## src/rtl/nx1_cgarb_pkg.sv

```systemverilog
// Shared encodings for the character-generator ROM arbiter: owner tags,
// CPU read FSM states and the CG address width.
package nx1_cgarb_pkg;

    localparam int unsigned CG_AW = 11;

    typedef enum logic [1:0] {
        OWN_NONE = 2'd0,
        OWN_VID  = 2'd1,
        OWN_CPU  = 2'd2
    } owner_t;

    typedef enum logic [1:0] {
        ST_IDLE  = 2'd0,
        ST_ISSUE = 2'd1,
        ST_DONE  = 2'd2
    } cpu_state_t;

endpackage

```

## src/rtl/nx1_cgarb.sv

```systemverilog
// CG ROM port arbiter: video font fetches take strict priority, CPU reads
// are served in video-free cycles through a 4-phase req/ack handshake.
//
// state    | meaning
// ---------+-----------------------------------------------------------
// ST_IDLE  | no CPU read outstanding; may be granted when video is idle
// ST_ISSUE | CPU read in the ROM pipeline, waiting for its capture edge
// ST_DONE  | CPU_DATA valid, CPU_ACK high until CPU_REQ falls
module nx1_cgarb
    import nx1_cgarb_pkg::*;
#(
    parameter int unsigned def_MAXWAIT = 63
) (
    input  logic             CLK,
    input  logic             RST,
    input  logic             VID_REQ,
    input  logic [CG_AW-1:0] VID_ADDR,
    output logic             VID_VALID,
    output logic [7:0]       VID_DATA,
    input  logic             CPU_REQ,
    input  logic [CG_AW-1:0] CPU_ADDR,
    output logic             CPU_ACK,
    output logic [7:0]       CPU_DATA,
    output logic [CG_AW-1:0] ROM_ADDR,
    input  logic [7:0]       ROM_DATA,
    output logic             STARVE
);

    localparam logic [7:0] MAXWAIT = 8'(def_MAXWAIT);

    cpu_state_t       state_q, state_d;
    owner_t           tag1_q, tag1_d;
    owner_t           tag2_q;
    logic [CG_AW-1:0] rom_addr_q, rom_addr_d;
    logic [7:0]       wait_q, wait_d;
    logic             starve_q, starve_d;
    logic             cancel_q, cancel_d;
    logic             vid_valid_q, vid_valid_d;
    logic [7:0]       vid_data_q, vid_data_d;
    logic [7:0]       cpu_data_q, cpu_data_d;
    logic             cpu_grant;

    // Grant and ROM address issue
    always_comb begin
        cpu_grant  = 1'b0;
        rom_addr_d = rom_addr_q;
        tag1_d     = OWN_NONE;
        if (VID_REQ) begin
            rom_addr_d = VID_ADDR;
            tag1_d     = OWN_VID;
        end else if (CPU_REQ && (state_q == ST_IDLE)) begin
            cpu_grant  = 1'b1;
            rom_addr_d = CPU_ADDR;
            tag1_d     = OWN_CPU;
        end
    end

    // Video capture: tag reaches stage 2 exactly when the ROM byte is ready
    always_comb begin
        vid_valid_d = 1'b0;
        vid_data_d  = vid_data_q;
        if (tag2_q == OWN_VID) begin
            vid_valid_d = 1'b1;
            vid_data_d  = ROM_DATA;
        end
    end

    // CPU read FSM; cancel_q remembers a CPU_REQ drop anywhere in ISSUE
    always_comb begin
        state_d    = state_q;
        cancel_d   = cancel_q;
        cpu_data_d = cpu_data_q;
        case (state_q)
            ST_IDLE: begin
                if (cpu_grant) begin
                    state_d  = ST_ISSUE;
                    cancel_d = 1'b0;
                end
            end
            ST_ISSUE: begin
                if (!CPU_REQ) begin
                    cancel_d = 1'b1;
                end
                if (tag2_q == OWN_CPU) begin
                    if (cancel_q || !CPU_REQ) begin
                        state_d = ST_IDLE;
                    end else begin
                        state_d    = ST_DONE;
                        cpu_data_d = ROM_DATA;
                    end
                end
            end
            ST_DONE: begin
                if (!CPU_REQ) begin
                    state_d = ST_IDLE;
                end
            end
            default: state_d = ST_IDLE;
        endcase
    end

    // Starvation watch: counts only cycles the CPU is blocked by video
    always_comb begin
        wait_d = wait_q;
        if (cpu_grant || !CPU_REQ) begin
            wait_d = 8'd0;
        end else if ((state_q == ST_IDLE) && VID_REQ && (wait_q != MAXWAIT)) begin
            wait_d = wait_q + 8'd1;
        end
        starve_d = starve_q | (wait_d == MAXWAIT);
    end

    always_ff @(posedge CLK) begin
        if (RST) begin
            state_q     <= ST_IDLE;
            tag1_q      <= OWN_NONE;
            tag2_q      <= OWN_NONE;
            rom_addr_q  <= '0;
            wait_q      <= 8'd0;
            starve_q    <= 1'b0;
            cancel_q    <= 1'b0;
            vid_valid_q <= 1'b0;
            vid_data_q  <= 8'd0;
            cpu_data_q  <= 8'd0;
        end else begin
            state_q     <= state_d;
            tag1_q      <= tag1_d;
            tag2_q      <= tag1_q;
            rom_addr_q  <= rom_addr_d;
            wait_q      <= wait_d;
            starve_q    <= starve_d;
            cancel_q    <= cancel_d;
            vid_valid_q <= vid_valid_d;
            vid_data_q  <= vid_data_d;
            cpu_data_q  <= cpu_data_d;
        end
    end

    assign VID_VALID = vid_valid_q;
    assign VID_DATA  = vid_data_q;
    assign CPU_ACK   = (state_q == ST_DONE);
    assign CPU_DATA  = cpu_data_q;
    assign ROM_ADDR  = rom_addr_q;
    assign STARVE    = starve_q;

endmodule

```

## config.mk

```make
export PLATFORM = sky130hd
export DESIGN_NAME = nx1_cgarb
export DESIGN_NICKNAME = d
export VERILOG_FILES = /design/src/rtl/nx1_cgarb_pkg.sv /design/src/rtl/nx1_cgarb.sv
export SDC_FILE = /design/constraint.sdc
export NUM_CORES = 1
export LEC_CHECK = 0
export ABC_AREA = 1
export CELL_PAD_IN_SITES_DETAIL_PLACEMENT = 1
export CELL_PAD_IN_SITES_GLOBAL_PLACEMENT = 2
export CORE_MARGIN = 8
export CORE_UTILIZATION = 26
export CTS_CLUSTER_DIAMETER = 60
export CTS_CLUSTER_SIZE = 14
export DETAILED_ROUTE_END_ITERATION = 12
export PLACE_DENSITY = 0.81
export REMOVE_ABC_BUFFERS = 1
export SETUP_SLACK_MARGIN = 0.02
export SYNTH_ARGS = -nofsm -noshare
export SYNTH_HDL_FRONTEND = slang
export SYNTH_SLANG_ARGS = --single-unit
```

## constraint.sdc

```tcl
create_clock -name CLK -period 2.4 [get_ports CLK]
set_clock_uncertainty 0.1 [all_clocks]
set_input_delay 0.24 -clock CLK [delete_from_list [all_inputs] [get_ports CLK]]
set_output_delay 0.24 -clock CLK [all_outputs]
set_load 0.01 [all_outputs]
```

# After elaboration in Yosys (flattened, before gate mapping)
# Cells that the tools add are included.
# op_classes
n_eq_ne	10
bitwise_logic	2
mux	17
n_reduce_logical	13
addsub	1
# op_table
op	count
two-way mux 11 bit	2
two-way mux 8 bit	2
two-way mux 2 bit	5
AND reduction 3 bit	3
adder 8 x 1 -> 8 bit, second input constant	1
== test 8 x 6 -> 1 bit, second input constant	1
inequality test 2 bit, second input constant	4
inequality test 8 x 6 -> 1 bit, second input constant	1
two-way mux 1 bit	6
one-hot mux 2 bit (3 select lines)	1
== test 2 x 1 -> 1 bit, second input constant	2
== test 2 bit, second input constant	2
nonzero test 2 bit	2
logical AND 1 bit	3
zero test 2 bit	1
logical OR 1 bit	2
one-hot mux 1 bit (2 select lines)	1
OR reduction 2 bit	1
zero test 1 bit	1
NOT 1 bit	1
bitwise OR 1 bit	1
# word_totals
out_inout_bits	30
ff_bits	44
wordCells	54
inputBits	34

# Depth between registers and ports, before layout
# Gate-level depths: netlist of run 1.
# logic_depth
depth_word	8
depth_mapped	11
depth_no_buf	11

# Worst setup path after synthesis of run 1
# No wires, ideal clock.
# synth_timing
kind	reg2reg
startpoint	register wait_q[0]
endpoint	register starve_q, in the netlist STARVE
arrival_ns	1.381
required_ns	2.233
setup_time_ns	0.067
path_buffers	0
path_slack_ns	0.852
synth_period_minus_slack_ns	1.548
path_stages_with_launch	12
path_cell_list	dfxtp_1 ha_1 nand3_2 clkinv_1 nand2_2 nand3_1 nand2_1 nor2_1 nand2_1 nor2_1 nand2_1 a21oi_2
# synth_via
elab_chain_cells	6
elab_cells_between_ends	7
cone_classes	1 x add/sub; 2 x eq/ne; 2 x mux; 1 x bitwise; 1 x reduce/logical
# synth_lines
item	line_no	source
start, declared	nx1_cgarb.sv:35	logic [7:0] wait_q, wait_d;
start signal, assigned	nx1_cgarb.sv:130	wait_q <= wait_d;
branches (longest 2 deep; another with adder 8 x 1 -> 8 bit)	-	
two-way mux 8 bit (*)	nx1_cgarb.sv:107	end else if ((state_q == ST_IDLE) && VID_REQ && (wait_q != MAXWAIT)) begin
two-way mux 8 bit (*)	nx1_cgarb.sv:105	if (cpu_grant || !CPU_REQ) begin
== test 8 x 6 -> 1 bit (*)	nx1_cgarb.sv:110	starve_d = starve_q | (wait_d == MAXWAIT);
bitwise OR 1 bit (*)	nx1_cgarb.sv:110	
end signal, assigned	nx1_cgarb.sv:131	starve_q <= starve_d;
end, declared	nx1_cgarb.sv:36	logic starve_q, starve_d;
# Every way passes the cells marked *.
# A chain may end at the register's enable or synchronous reset.

# Final worst setup path of run 1
# Ends and elaborated chain as after synthesis.

==> impl_metrics.json, run 1 <==
{
  "tritoncts": "built",
  "final_hold_viol_count": 0,
  "startpoint_type": "register",
  "required_ns": 2.53,
  "cts.sink_count": 44,
  "clock_latency_ns": 0.30,
  "drcViolationCount": 0,
  "synth_cells": 263,
  "detailroute.via_count": 1885,
  "areaGrowthSynthToFinish_pct": 45.50,
  "maxSlewHeadroom_pct": 66.15,
  "cp-startpoint": "wait_q[0]",
  "dr.pass1.iters": 4,
  "stdcell_count": 428,
  "dp.cells": 420,
  "die-area_sq_mm": 0.01039,
  "ctsHoldBuffers": 0,
  "coreArea_sq_mm": 0.007214,
  "ys_warn_count": 0,
  "gp_congestion": 0.7277,
  "path_class": "register to register",
  "overflow": 0,
  "p_total_mw": 1.606,
  "fin_ws_ns": 0.5360,
  "reg2regPathDepth": 11,
  "critical_path_arrival_ns": 2.00,
  "p_per_area_mw_per_mm2": 575.0,
  "cts_buffers": 5,
  "clk_pin_slew_ns": 0.09,
  "tightest_slew_ns": 0.5078,
  "rows": 31,
  "post_cts_buffers": 0,
  "syn_area_sq_mm": 0.001919,
  "post-route-period-util_pct": 77.67,
  "tns_ns": 0,
  "root_buffer": "clkbuf_8",
  "first_iter_violations": 51,
  "setup_violations": 0,
  "drv_slew": 0,
  "dp_slack_ns": 0.3821,
  "io_pins": 64,
  "portBuffers": 63,
  "cts-resized-gates": 0,
  "vias_per_cell": 4.404,
  "routed_wl_um": 5796,
  "grt_start_max_net_pins": 45,
  "r2r_end": "STARVE",
  "finish.net_count": 363,
  "reg2reg_setup_slack_ns": 0.54,
  "hpwl_um": 4320,
  "p_leak_nw": 1.030,
  "start_util_pct": 26.60,
  "die_w_um": 101.9,
  "diodes": 0,
  "ys_seq_area_share_pct": 45.89,
  "ir_worst_vdd_mv": 0.1979,
  "r2r-start": "wait_q[0]",
  "synth_seq_cells": 44,
  "yosys.cell_types.count": 23,
  "multi_input_area_sq_um": 900.9,
  "drtAntennaViolNets": 0,
  "rsz0062_at_grt": "no",
  "h-tree-depth": 2,
  "clockBufferDepth": 2,
  "crit_path_end": "STARVE",
  "grt.total_usage_pct": 11.73,
  "grt_pass1_vias": 2011,
  "antenna_found_initial": 0,
  "nFillCells": 892,
  "drive_gt1_share_pct": 8.511,
  "grt_pass1_wl_um": 9701,
  "drv_cap": 0,
  "die_y_um": 101.9,
  "seqCellArea_sq_um": 880.8,
  "syn_avg_cell_area_sq_um": 7.298,
  "worst_setup_path_end_kind": "register",
  "wl_per_cell_um": 13.54,
  "period_needed_ns": 1.864,
  "cp_max_fo": 8,
  "status": "finished, final reports clean",
  "holdCritPathClass": "register to register",
  "max_freq_ghz": 0.5365
}
## worst min path at each step
stage	cells after the start	startpoint	endpoint
finish	2	tag1_q[1]	tag2_q[1]
global route	2	tag1_q[1]	tag2_q[1]
CTS	2	tag1_q[1]	tag2_q[1]
detailed placement	2	tag1_q[1]	tag2_q[1]
global placement	2	tag1_q[1]	tag2_q[1]
floorplan	1	RST	STARVE
## layout make-up
cell class                 instances  share of cell area (%)
timing repair buffer              68                   23.92
clock buffer                       6                   2.957
sequential                        44                   31.54
inverter                          26                   3.495
tap                               99                   4.435
multi-input combinational        183                   32.26
clock inverter                     2                   1.389
## placed cells by master (no fill, tap or decap), types with 2 or more instances in the layout
master / n
inv_1: 21
a21oi_2: 2
inv_2: 3
nand2_2: 2
clkinv_1: 2
nor2_4: 3
nor3_1: 4
nand3b_1: 3
a21oi_1: 13
clkbuf_8: 6
nand2_1: 77
clkdlybuf4s50_1: 63
nand3_1: 10
buf_4: 5
a211oi_1: 8
a311oi_1: 11
dfxtp_1: 44
nor2_1: 44
## worst max-delay path: stages (launching register included)
cell,delay (ns)
dfxtp_1,0.49
ha_1,0.25
nand3_2,0.12
clkinv_1,0.10
nand2_2,0.13
nand3_1,0.11
nand2_1,0.07
nor2_1,0.10
nand2_1,0.08
nor2_1,0.10
nand2_1,0.06
a21oi_2,0.10
## per-stage QoR
step / utilization [%] / area [sq um] / hold WS (ns)
final: 38.71 / 2793 / 0.3099
after global routing: 38.71 / 2793 / 0.3418
after CTS: 38.71 / 2793 / 0.3163
after detailed placement: 37.03 / 2671 / 0.3039
after global placement: 37.03 / 2671 / 0.2897
after floorplan: - / 1879 / 0.2024
## metal layers
metal,GRT usage [%],vias to the layer above,wire (um)
met5,0,-,0
met4,4.740,0,91
met3,3.815,5,324
met2,18.81,33,2802
met1,14.15,873,2577
li1,-,974,-
## registers in the layout (all words and copies together), names as in the netlist
name	cells
cancel_q	1
tag1_q	2
CPU_DATA	8
wait_q	8
state_q	2
VID_DATA	8
STARVE	1
ROM_ADDR	11
VID_VALID	1
tag2_q	2
## cell usage after synthesis
cell      number  area (sq um)
a311oi_1      11         96.34
nand3_2        1         10.01
nand2_2        2         12.51
nand2_1       77         289.0
nor2_2         1         6.260
a21oi_4        1         16.27
nand3_1       10         50.05
nand4_2        1         12.51
nor2_4         3         33.78
a211oi_1       8         60.06
dfxtp_1       44         880.8
clkinv_1       2         7.510
nor3_1         4         20.02
nand2_4        1         11.26
ha_1           1         12.51
a21oi_2        2         17.52
buf_2          2         10.01
nor2_1        44         165.2
nand3b_1       3         22.52
inv_2          3         11.26
clkbuf_1       8         30.03
inv_1         21         78.83
a21oi_1       13         65.06
## report_power, final
part / switching [mW] / internal (mW) / leakage [nW] / total (mW)
sequential: 0.0164 / 0.758 / 0.359 / 0.774
combinational: 0.105 / 0.118 / 0.609 / 0.224
clock: 0.267 / 0.341 / 0.0614 / 0.608
total: 0.389 / 1.22 / 1.03 / 1.61
## logic make-up (layout without fill, tap and decap cells)
group | Yosys count | count (layout) | synth area share [%]
and+or+nand+nor | 147 | 147 | 32.99
DFF | 44 | 44 | 45.89
AOI/OAI and AO/OA | 35 | 35 | 13.30
buffers and inverters | 36 | 102 | 7.171
adders and majority gates | 1 | 1 | 0.6518
No activity file was read; power rests on OpenSTA's default activity.
==> run 2, diff against run 1 <==
CORE_UTILIZATION = 24   (was 26)
PLACE_DENSITY = 0.75   (was 0.81)
clock period = 1.8 ns   (was 2.4 ns; I/O delays follow)
==> impl_metrics.json, run 2 (synthesis results as in run 1) <==
{
  "grt_pass1_wl_um": 9942,
  "finish.net_count": 372,
  "coreArea_sq_mm": 0.007727,
  "drive_gt1_share_pct": 11.57,
  "drtAntennaViolNets": 0,
  "stdcell_count": 439,
  "die_w_um": 105.4,
  "path_class": "register to register",
  "p_total_mw": 1.954,
  "p_sw_uw": 503.8,
  "multi_input_area_sq_um": 933.4,
  "portBuffers": 63,
  "p_clk_share_pct": 30.8,
  "post-route-period-util_pct": 93.03,
  "dp_slack_ns": -0.05984,
  "hpwl_um": 4394,
  "comb_power_share_pct": 16.5,
  "drv_slew": 0,
  "holdCritPathClass": "register to register",
  "fin_util_pct": 37.34,
  "largest_register_ffs": 11,
  "grt_start_max_net_pins": 45,
  "p_int_mw": 1.450,
  "ctsHoldBuffers": 0,
  "clockBufferDepth": 2,
  "post_cts_buffers": 0,
  "die_y_um": 105.4,
  "final_cell_mix": "nand2_1, clkdlybuf4s50_1, nor2_1",
  "diodes": 0,
  "critical_path_arrival_ns": 1.81,
  "tritoncts": "built",
  "overflow": 0,
  "routed_wl_um": 5720,
  "max_freq_ghz": 0.5972,
  "ir_worst_vdd_mv": 0.3526,
  "r2r-start": "wait_q[0]",
  "drcViolationCount": 0,
  "detailroute.via_count": 1901,
  "nFillCells": 937,
  "worstHoldStart": "tag1_q[1]",
  "worst_setup_path_end_kind": "register",
  "seq_power_share_pct": 52.7,
  "areaGrowthSynthToFinish_pct": 50.33,
  "start_util_pct": 24.84,
  "gp_congestion": 0.7690,
  "tightest_slew_ns": 0.2811,
  "clk_pin_slew_ns": 0.08,
  "cp-startpoint": "wait_q[0]",
  "antenna_found_initial": 0,
  "startpoint_type": "register",
  "fin_area_sq_mm": 0.002885,
  "die-area_sq_mm": 0.01111,
  "status": "finished, final reports clean",
  "wl_per_cell_um": 13.03,
  "rows": 32,
  "final_common_cell": "nand2_1",
  "place_area_sq_mm": 0.002768,
  "rsz0062_at_grt": "no",
  "cts_buffers": 5,
  "grt_pass1_vias": 2043,
  "tns_ns": 0,
  "p_per_area_mw_per_mm2": 677.1,
  "final_hold_viol_count": 0,
  "root_buffer": "clkbuf_8",
  "hold_slack_ns": 0.3069,
  "maxSlewHeadroom_pct": 81.24,
  "cts.sink_count": 44,
  "dr.pass1.iters": 3,
  "first_iter_violations": 67,
  "clock_latency_ns": 0.30,
  "grt.total_usage_pct": 10.88,
  "drv_cap": 0,
  "fin_ws_ns": 0.1254,
  "vias_per_cell": 4.330,
  "sw_frac_of_total_pct": 25.79,
  "seqCellArea_sq_um": 882.1,
  "h-tree-depth": 2,
  "setup_violations": 0,
  "period_needed_ns": 1.675,
  "p_leak_nw": 1.079,
  "dp.cells": 432,
  "cp_max_fo": 8,
  "io_pins": 64,
  "required_ns": 1.93
}
-- run 2: metal layers --
metal	part of all wire (%)	wire length [um]	GRT usage [%]
met1	44	2496	12.50
met3	6.5	369	3.959
met4	1.6	94	4.281
met5	0	0	0
met2	48	2760	17.99
-- run 2: cell type report --
| class | count | area share (%) |
|---|---|---|
| Tap cell | 102 | 4.423 |
| Clock inverter | 2 | 0.4337 |
| Timing Repair Buffer | 77 | 26.32 |
| Clock buffer | 5 | 2.385 |
| Multi-Input combinational cell | 183 | 32.35 |
| Sequential cell | 44 | 30.57 |
| Inverter | 26 | 3.513 |
-- run 2: critical path: stages, from the launching register on --
cell	delay, ns
dfxtp_1	0.39
ha_4	0.17
nand3_4	0.10
clkinvlp_4	0.14
nand2_4	0.09
nand2_1	0.08
nand2_1	0.05
nand2_1	0.10
nand3_1	0.08
nor2_1	0.13
nand2_1	0.08
a21oi_2	0.11
-- run 2: worst paths after layout --
| check | slack [ns] | endpoint | cells after the start |
|---|---|---|---|
| setup / recovery | 0.13 | STARVE | 11 |
| hold / removal | 0.31 | tag2_q[1] | 2 |
| setup reg to reg | 0.13 | STARVE | 11 |
| hold reg to reg | 0.31 | tag2_q[1] | 2 |
-- run 2: what timing repair did --
item	CTS	global route
gates resized for setup	1	7
gates cloned	0	0
endpoints found under the setup margin	1	1
-- run 2: power by group through the flow --
stage	Sequential (mW)	Clock, mW	Combinational, mW
final	1.03	0.601	0.322
after global routing	1.04	0.672	0.358
after CTS	1.03	0.633	0.328
after detailed placement	1.05	0	0.327
after global placement	1.05	0	0.325
after floorplan	1.07	0	0.0998
==> run 3, diff against run 2 <==
CORE_UTILIZATION = 26   (was 24)
PLACE_DENSITY = 0.81   (was 0.75)
RECOVER_POWER = 25   (was default)
SETUP_SLACK_MARGIN = default   (was 0.02)
clock period = 2.2 ns   (was 1.8 ns; I/O delays follow)
==> impl_metrics.json, run 3 (synthesis results as in run 1) <==
{
  "root_buffer": "clkbuf_8",
  "cts.sink_count": 44,
  "maxSlewHeadroom_pct": 37.54,
  "dp.cells": 421,
  "drive_gt1_share_pct": 8.485,
  "grt_pass1_vias": 2005,
  "clockBufferDepth": 2,
  "start_util_pct": 26.60,
  "final_hold_viol_count": 0,
  "first_iter_violations": 37,
  "fin_util_pct": 38.59,
  "tritoncts": "built",
  "path_class": "register to register",
  "final_common_cell": "nand2_1",
  "r2r_end": "STARVE",
  "nFillCells": 907,
  "tns_ns": 0,
  "die_w_um": 101.9,
  "stdcell_count": 429,
  "cp_max_fo": 8,
  "ctsHoldBuffers": 0,
  "hpwl_um": 4372,
  "dr.pass1.iters": 4,
  "ir_worst_vdd_mv": 0.2174,
  "max_freq_ghz": 0.5409,
  "rows": 31,
  "die_y_um": 101.9,
  "gp_congestion": 0.7276,
  "rsz0062_at_grt": "no",
  "r2r-start": "wait_q[0]",
  "hold_slack_ns": 0.3031,
  "hold_end": "tag2_q[1]",
  "grt_pass1_wl_um": 9508,
  "whs_path_depth": 2,
  "drv_cap": 0,
  "clk_pin_slew_ns": 0.09,
  "period_needed_ns": 1.849,
  "clock_latency_ns": 0.30,
  "setup_violations": 0,
  "required_ns": 2.32,
  "post-route-period-util_pct": 84.04,
  "reg2regPathDepth": 11,
  "vias_per_cell": 4.396,
  "diodes": 0,
  "reg2reg_setup_slack_ns": 0.35,
  "areaGrowthSynthToFinish_pct": 45.05,
  "cts_buffers": 5,
  "multi_input_area_sq_um": 900.9,
  "critical_path_arrival_ns": 1.97,
  "cts-resized-gates": 0,
  "wl_per_cell_um": 13.32,
  "final_cell_mix": "nand2_1, clkdlybuf4s50_1, dfxtp_1, nor2_1, inv_1",
  "finish.net_count": 364,
  "largest_register_ffs": 11,
  "startpoint_type": "register",
  "coreArea_sq_mm": 0.007214,
  "status": "finished, final reports clean",
  "detailroute.via_count": 1886,
  "p_leak_nw": 1.038,
  "tightest_slew_ns": 0.9369,
  "antenna_found_initial": 0,
  "p_per_area_mw_per_mm2": 614.8,
  "overflow": 0,
  "io_pins": 64,
  "post_cts_buffers": 0,
  "worstHoldStart": "tag1_q[1]",
  "routed_wl_um": 5714,
  "grt.total_usage_pct": 11.47,
  "grt_start_max_net_pins": 45,
  "holdCritPathClass": "register to register",
  "fin_area_sq_mm": 0.002784,
  "worst_setup_path_end_kind": "register",
  "fin_ws_ns": 0.3512,
  "drtAntennaViolNets": 0,
  "die-area_sq_mm": 0.01039,
  "seqCellArea_sq_um": 880.8,
  "p_total_mw": 1.712,
  "portBuffers": 63,
  "dp_slack_ns": 0.2388,
  "h-tree-depth": 2,
  "drcViolationCount": 0,
  "drv_slew": 0,
  "place_area_sq_mm": 0.002679
}
==> run 3: cell count changes in the layout (fill, tap and decap cells not counted), moves of 2 or more <==
cell / change
buf_12: -2
buf_4: -7
clkdlybuf4s50_1: -3
clkinvlp_4: -2
dlygate4sd3_1: +4
==> run 3: power breakdown <==
| group | switching, mW | leakage (nW) | internal [mW] | total (mW) |
|---|---|---|---|---|
| logic | 0.115 | 0.624 | 0.129 | 0.245 |
| registers | 0.0173 | 0.359 | 0.826 | 0.844 |
| clock network | 0.286 | 0.0552 | 0.337 | 0.623 |
| total | 0.418 | 1.04 | 1.29 | 1.71 |
==> run 3: worst max-delay path by stage <==
stage | from | to | slack, ns
floorplan | wait_q[0] | STARVE | 0.65
global placement | CPU_REQ | CPU_DATA[4] | 0.29
detailed placement | CPU_REQ | CPU_DATA[6] | 0.24
CTS | wait_q[0] | STARVE | 0.35
global route | wait_q[0] | STARVE | 0.18
finish | wait_q[0] | STARVE | 0.35
==> run 3: area by class of cell <==
| type | instances | share of cell area [%] |
|---|---|---|
| multi-input combinational | 183 | 32.36 |
| clock buffer | 6 | 2.607 |
| sequential | 44 | 31.64 |
| timing repair buffer | 69 | 24.18 |
| clock inverter | 2 | 1.258 |
| tap | 99 | 4.449 |
| inverter | 26 | 3.506 |
==> run 3: critical path, cell delays in order, from the launching register on <==
cell and delay, ns:
dfxtp_1 0.49, ha_1 0.24, nand3_2 0.12, clkinv_1 0.10, nand2_2 0.12, nand3_1 0.10, nand2_1 0.07, nor2_1 0.10
nand2_1 0.08, nor2_1 0.10, nand2_1 0.06, a21oi_2 0.10
==> run 3: metal layers <==
layer	part of all wire, %	GRT usage, %
met1	46	13.70
met2	48	18.76
met3	4.5	3.202
met4	1.8	5.079
met5	0	0
